File: src/rtl/dram_stream_reader.sv
// Credit-based DDR3 read-request engine that streams a block of words into a
// local FWFT FIFO and out on a valid/ready interface (one-shot or looping).
module dram_stream_reader #(
    parameter int APP_ADDR_WIDTH = 28,
    parameter int APP_DATA_WIDTH = 128,
    parameter int LEN_WIDTH      = 24,
    parameter int ADDR_STEP      = 8,
    parameter int FIFO_DEPTH     = 32
) (
    input  logic                      clk,
    input  logic                      i_rst_n,
    input  logic                      i_start,
    input  logic                      i_stop,
    input  logic                      i_loop,
    input  logic [APP_ADDR_WIDTH-1:0] i_base_addr,
    input  logic [LEN_WIDTH-1:0]      i_num_words,
    input  logic                      i_calib_done,
    output logic                      o_rd_en,
    output logic [APP_ADDR_WIDTH-1:0] o_addr,
    input  logic                      i_mem_ready,
    input  logic [APP_DATA_WIDTH-1:0] i_mem_data,
    input  logic                      i_mem_data_valid,
    output logic [APP_DATA_WIDTH-1:0] o_data,
    output logic                      o_valid,
    input  logic                      i_ready,
    output logic                      o_busy,
    output logic                      o_done,
    output logic                      o_overflow
);

    localparam int PTR_W = $clog2(FIFO_DEPTH);
    localparam int CNT_W = PTR_W + 1;

    typedef enum logic [1:0] {IDLE, WAIT_CAL, ISSUE, DRAIN} state_t;

    state_t                    state_q, state_d;
    logic [APP_ADDR_WIDTH-1:0] base_q, base_d;
    logic [LEN_WIDTH-1:0]      num_q, num_d;
    logic                      loop_q, loop_d;
    logic [APP_ADDR_WIDTH-1:0] addr_q, addr_d;
    logic [LEN_WIDTH-1:0]      issued_q, issued_d;
    logic [CNT_W-1:0]          outstanding_q, outstanding_d;
    logic                      abort_q, abort_d;
    logic                      done_q, done_d;
    logic                      overflow_q, overflow_d;
    logic [PTR_W-1:0]          wr_ptr_q, wr_ptr_d;
    logic [PTR_W-1:0]          rd_ptr_q, rd_ptr_d;
    logic [CNT_W-1:0]          count_q, count_d;
    logic [APP_DATA_WIDTH-1:0] mem_q [FIFO_DEPTH];

    logic             fifo_empty, fifo_full;
    logic [CNT_W:0]   in_flight;
    logic             has_credit, rd_en, accept, ret, stop_hit, discard;
    logic             pop, push_req, push;

    // Credit covers both stored words and words still in flight, so a return can always be stored.
    always_comb begin
        fifo_empty = (count_q == '0);
        fifo_full  = (count_q == CNT_W'(FIFO_DEPTH));
        in_flight  = {1'b0, count_q} + {1'b0, outstanding_q};
        has_credit = (in_flight < (CNT_W + 1)'(FIFO_DEPTH));
        rd_en      = (state_q == ISSUE) && i_calib_done && has_credit;
        accept     = rd_en && i_mem_ready;
        ret        = i_mem_data_valid && (outstanding_q != '0);
        stop_hit   = i_stop && (state_q != IDLE);
        discard    = abort_q || stop_hit;
        pop        = !fifo_empty && !abort_q && i_ready;
        push_req   = ret && !discard;
        push       = push_req && (!fifo_full || pop);
    end

    always_comb begin
        wr_ptr_d      = wr_ptr_q;
        rd_ptr_d      = rd_ptr_q;
        count_d       = count_q;
        outstanding_d = outstanding_q;
        overflow_d    = overflow_q | (push_req && fifo_full && !pop);
        if (stop_hit) begin
            wr_ptr_d = '0;
            rd_ptr_d = '0;
            count_d  = '0;
        end else begin
            if (push) wr_ptr_d = wr_ptr_q + PTR_W'(1);
            if (pop)  rd_ptr_d = rd_ptr_q + PTR_W'(1);
            case ({push, pop})
                2'b10:   count_d = count_q + CNT_W'(1);
                2'b01:   count_d = count_q - CNT_W'(1);
                default: count_d = count_q;
            endcase
        end
        case ({accept, ret})
            2'b10:   outstanding_d = outstanding_q + CNT_W'(1);
            2'b01:   outstanding_d = outstanding_q - CNT_W'(1);
            default: outstanding_d = outstanding_q;
        endcase
    end

    always_comb begin
        state_d  = state_q;
        base_d   = base_q;
        num_d    = num_q;
        loop_d   = loop_q;
        addr_d   = addr_q;
        issued_d = issued_q;
        abort_d  = abort_q;
        done_d   = 1'b0;
        case (state_q)
            IDLE: begin
                if (i_start) begin
                    base_d   = i_base_addr;
                    num_d    = i_num_words;
                    loop_d   = i_loop;
                    addr_d   = i_base_addr;
                    issued_d = '0;
                    abort_d  = 1'b0;
                    if (i_num_words == '0) done_d = 1'b1;
                    else state_d = WAIT_CAL;
                end
            end
            WAIT_CAL: begin
                if (i_stop) begin
                    state_d = DRAIN;
                    abort_d = 1'b1;
                end else if (i_calib_done) begin
                    state_d = ISSUE;
                end
            end
            ISSUE: begin
                // The wrapped or final address is computed in the accepting cycle, so no bubble.
                if (accept) begin
                    if ((issued_q + LEN_WIDTH'(1)) == num_q && loop_q) begin
                        addr_d   = base_q;
                        issued_d = '0;
                    end else begin
                        addr_d   = addr_q + APP_ADDR_WIDTH'(ADDR_STEP);
                        issued_d = issued_q + LEN_WIDTH'(1);
                        if ((issued_q + LEN_WIDTH'(1)) == num_q) state_d = DRAIN;
                    end
                end
                if (i_stop) begin
                    state_d = DRAIN;
                    abort_d = 1'b1;
                end
            end
            DRAIN: begin
                if (i_stop) abort_d = 1'b1;
                if (outstanding_q == '0 && fifo_empty) begin
                    state_d = IDLE;
                    abort_d = 1'b0;
                    done_d  = 1'b1;
                end
            end
            default: state_d = IDLE;
        endcase
    end

    always_ff @(posedge clk or negedge i_rst_n) begin
        if (!i_rst_n) begin
            state_q       <= IDLE;
            base_q        <= '0;
            num_q         <= '0;
            loop_q        <= 1'b0;
            addr_q        <= '0;
            issued_q      <= '0;
            outstanding_q <= '0;
            abort_q       <= 1'b0;
            done_q        <= 1'b0;
            overflow_q    <= 1'b0;
            wr_ptr_q      <= '0;
            rd_ptr_q      <= '0;
            count_q       <= '0;
        end else begin
            state_q       <= state_d;
            base_q        <= base_d;
            num_q         <= num_d;
            loop_q        <= loop_d;
            addr_q        <= addr_d;
            issued_q      <= issued_d;
            outstanding_q <= outstanding_d;
            abort_q       <= abort_d;
            done_q        <= done_d;
            overflow_q    <= overflow_d;
            wr_ptr_q      <= wr_ptr_d;
            rd_ptr_q      <= rd_ptr_d;
            count_q       <= count_d;
        end
    end

    // Storage array carries no reset; occupancy is tracked by the pointers and count.
    always_ff @(posedge clk) begin
        if (push) mem_q[wr_ptr_q] <= i_mem_data;
    end

    assign o_rd_en    = rd_en;
    assign o_addr     = addr_q;
    assign o_valid    = !fifo_empty && !abort_q;
    assign o_data     = o_valid ? mem_q[rd_ptr_q] : '0;
    assign o_busy     = (state_q != IDLE);
    assign o_done     = done_q;
    assign o_overflow = overflow_q;

endmodule

File: config.mk
export PLATFORM = sky130hd
export DESIGN_NAME = dram_stream_reader
export DESIGN_NICKNAME = d
export VERILOG_FILES = /design/src/rtl/dram_stream_reader.sv
export SDC_FILE = /design/constraint.sdc
export NUM_CORES = 2
export LEC_CHECK = 0
export CAP_MARGIN = 20
export CORE_MARGIN = 5
export CORE_UTILIZATION = 60
export DETAILED_ROUTE_END_ITERATION = 10
export HOLD_SLACK_MARGIN = 0.02
export PLACE_DENSITY = 0.77
export SKIP_CTS_REPAIR_TIMING = 1
export SLEW_MARGIN = 20
export SYNTH_ARGS = -nofsm -noshare
export SYNTH_HDL_FRONTEND = slang
export SYNTH_SLANG_ARGS = --single-unit
export TNS_END_PERCENT = 30
File: constraint.sdc
create_clock -name clk -period 25.5 [get_ports clk]
set_input_delay 3.825 -clock clk [delete_from_list [all_inputs] [get_ports clk]]
set_output_delay 3.825 -clock clk [all_outputs]
set_load 0.02 [all_outputs]
==> flow_summary.json <==
{
  "port-buffer-count": 349,
  "cts_tree": "built",
  "p_int_uw": 13190,
  "drt-initial-drc-count": 13490,
  "cts_buffer_depth": 4,
  "cts_buffers": 405,
  "grt_pass1_vias": 82090,
  "clkLatencyLatePin_ns": 0.93,
  "worstPathArrival_ns": 7.42,
  "synth_cell_types": 75,
  "pwr_density_cell_mw_per_mm2": 97.43,
  "clock_skew_ns": 0.04881,
  "synthFlopType": "edfxtp_1",
  "die_y_um": 531.2,
  "final_common_cell": "edfxtp_1",
  "crit_chain": "buf_12 > buf_4 > buf_4 > buf_4 > mux4_2 > mux4_2 > mux2i_1 > nor2_1 > clkdlybuf4s50_1",
  "drt_first_pass_iters": 8,
  "crit_required_ns": 21.67,
  "period_share_pct": 44.11,
  "synth_cells": 6833,
  "rsz0062_at_grt": "no",
  "p_sw_uw": 4810,
  "endpoint_kind": "output port",
  "ios": 350,
  "routed_wl_um": 435100,
  "max_clock_freq_mhz": 88.91,
  "cts_htree_levels": 5,
  "cp_common_cell": "buf_4",
  "fin_util_pct": 68.31,
  "critPathTopFamily": "buffers and inverters",
  "synth_area_mm2": 0.1630,
  "ant_nets": 0,
  "start_util_pct": 60.24,
  "seq_power_share_pct": 44.1,
  "swShare_pct": 26.72,
  "setup_tns_ns": 0,
  "num-nets-final": 7588,
  "status": "complete, no violations",
  "hp-class": "reg2reg",
  "slowest_stage": "buf_4",
  "grt_first_pass_wirelength_um": 614300,
  "hold_viol": 0,
  "grt.overflow.total": 0,
  "synth_edf_count": 4096,
  "setup_viol": 0,
  "core-area_mm2": 0.2705,
  "path_class": "reg2out",
  "fill_cells": 15360,
  "syn_nets": 7049,
  "clock-sinks": 4228,
  "peakVddDrop_mv": 0.07588,
  "cts-root-buf": "clkbuf_16",
  "period_needed_ns": 11.25,
  "ys_seq_area_share_pct": 77.50,
  "crit_buf_inv": 5,
  "drive_gt1_share_pct": 27.94,
  "dieArea_mm2": 0.2821,
  "relSlewSlack_pct": 18.40,
  "antenna_found_initial": 53,
  "worstPathMaxFanout": 105,
  "via_count": 80220,
  "yosysWarnings": 0,
  "slew_violations": 0,
  "route.detailed.drc": 0,
  "netlist.area_leader.share_pct": 75.47,
  "pwr-share-comb_pct": 21.9,
  "startpoint_type": "flip-flop",
  "synthTopCellsByArea": "edfxtp_1, mux4_2, dfrtp_1, mux2i_1, clkbuf_1",
  "clkPwrFrac_pct": 34.0,
  "grt_start_max_net_pins": 124,
  "worstSetupStartpoint": "rd_ptr_q[0]",
  "hold_path.startpoint": "o_overflow",
  "yosys.area.top_type": "edfxtp_1",
  "wire_per_inst_um": 38.47,
  "mostFrequentLayoutCells": "edfxtp_1, mux4_2, clkbuf_16",
  "area_delta_synth_final_pct": 13.38,
  "tightest_slew_ns": 1.224,
  "via_per_inst": 7.093,
  "slowest_delay_ns": 0.89,
  "r2r-start": "state_q[0]",
  "avgSynthCellArea_um2": 23.85,
  "dp_hpwl_um": 190300,
  "ys_ff_latch": 4228,
  "p_leak_uw": 0.05622,
  "die_w_um": 531.2,
  "postSynth.asyncResetShare_pct": 3.122,
  "maxCapViolCount": 0,
  "clk_pin_slew_worst_paths_ns": 0.07,
  "gp_congestion": 0.8412,
  "grt.total_usage_pct": 30.92,
  "fp-row-count": 191
}
## registers in the layout, indices dropped and copies added, names as in the netlist
name and flops:
mem_q 4096, base_q 28, o_addr 28, issued_q 24, num_q 24, count_q 6, outstanding_q 6, rd_ptr_q 5
wr_ptr_q 5, state_q 2, abort_q 1, loop_q 1, o_done 1, o_overflow 1
## layer usage
metal  vias up  routed length (µm)  track usage (%)
met5         -                 195                0
li1      30420                   -                -
met1     42130              147600            43.11
met2      6660              214500            49.52
met3       977               57020            6.998
met4        28               15790            10.59
## cell usage after synthesis (20+ instances only)
| master | number |
|---|---|
| xor2_1 | 24 |
| mux2_2 | 55 |
| o21ai_0 | 46 |
| a21oi_1 | 42 |
| xnor2_1 | 26 |
| edfxtp_1 | 4096 |
| inv_1 | 35 |
| mux2i_1 | 137 |
| clkbuf_1 | 273 |
| nand3_1 | 28 |
| nand4_1 | 20 |
| buf_1 | 79 |
| nand2_1 | 82 |
| dfrtp_1 | 132 |
| nor2_1 | 208 |
| mux4_2 | 1280 |
| ha_1 | 25 |
## stage by stage
stage                     hold WS [ns]  power (µW)  setup WS (ns)  area (µm²)  std cells
after detailed placement        0.4504       11940          14.92      171300      10530
final                           0.4699       18000          14.25      184800      11310
after floorplan                 0.4552       10700          14.28      163000       6833
after CTS                       0.4680       18060          13.88      184700      11280
after global routing            0.5060       18630          13.56      184800      11300
after global placement          0.4527       11870          14.95      171200      10530
## power groups by stage
| stage | sequential [µW] | clock [µW] | combinational, µW |
|---|---|---|---|
| 4_1_cts | 7940 | 6160 | 3960 |
| 5_1_grt | 7950 | 6500 | 4180 |
| 6_report | 7940 | 6120 | 3940 |
| 3_3_place_gp | 8060 | 0 | 3800 |
| 2_1_floorplan | 8050 | 0 | 2650 |
| 3_5_place_dp | 8070 | 0 | 3870 |
## final timing paths
| kind | end | depth (start not counted) | slack, ns |
|---|---|---|---|
| worst max register to register | mem_q[31][102] | 10 | 19.82 |
| min in group asynchronous | outstanding_q[5] | 1 | 2.99 |
| worst max-delay path | o_data[106] | 9 | 14.25 |
| max in group asynchronous | base_q[11] | 2 | 21.06 |
| worst min register to register | o_overflow | 1 | 0.47 |
| worst min-delay path | o_overflow | 1 | 0.47 |
## cells by family after synthesis
kind of cell	count (synthesis)	synth area share, %
compound gates	202	0.8392
simple gates	449	1.316
mux	1472	18.91
fa+ha+maj	27	0.2165
xor+xnor	50	0.2687
buf+inv	405	0.9512
flops	4228	77.50
## worst reg2reg max path, stage by stage (launching register included)
cell and delay [ns]:
dfrtp_1 0.42, inv_1 0.13, ha_1 0.29, nor2b_1 0.27
nor4_1 0.39, buf_4 0.25, nand2_1 0.52, nor2_4 0.70
buf_4 0.65, buf_4 0.69, buf_4 0.92
## final cells by class
cell class	count	area (µm²)	area share [%]
sequential	4228	126300	68.36
multi-input combinational	2200	35380	19.15
clock buffer	486	10630	5.753
timing repair buffer	501	4997	2.704
tap	3570	4467	2.417
clock inverter	259	2784	1.507
inverter	36	135.1	0.07313
antenna	30	75.07	0.04063
No activity file was read; power rests on OpenSTA's default activity.
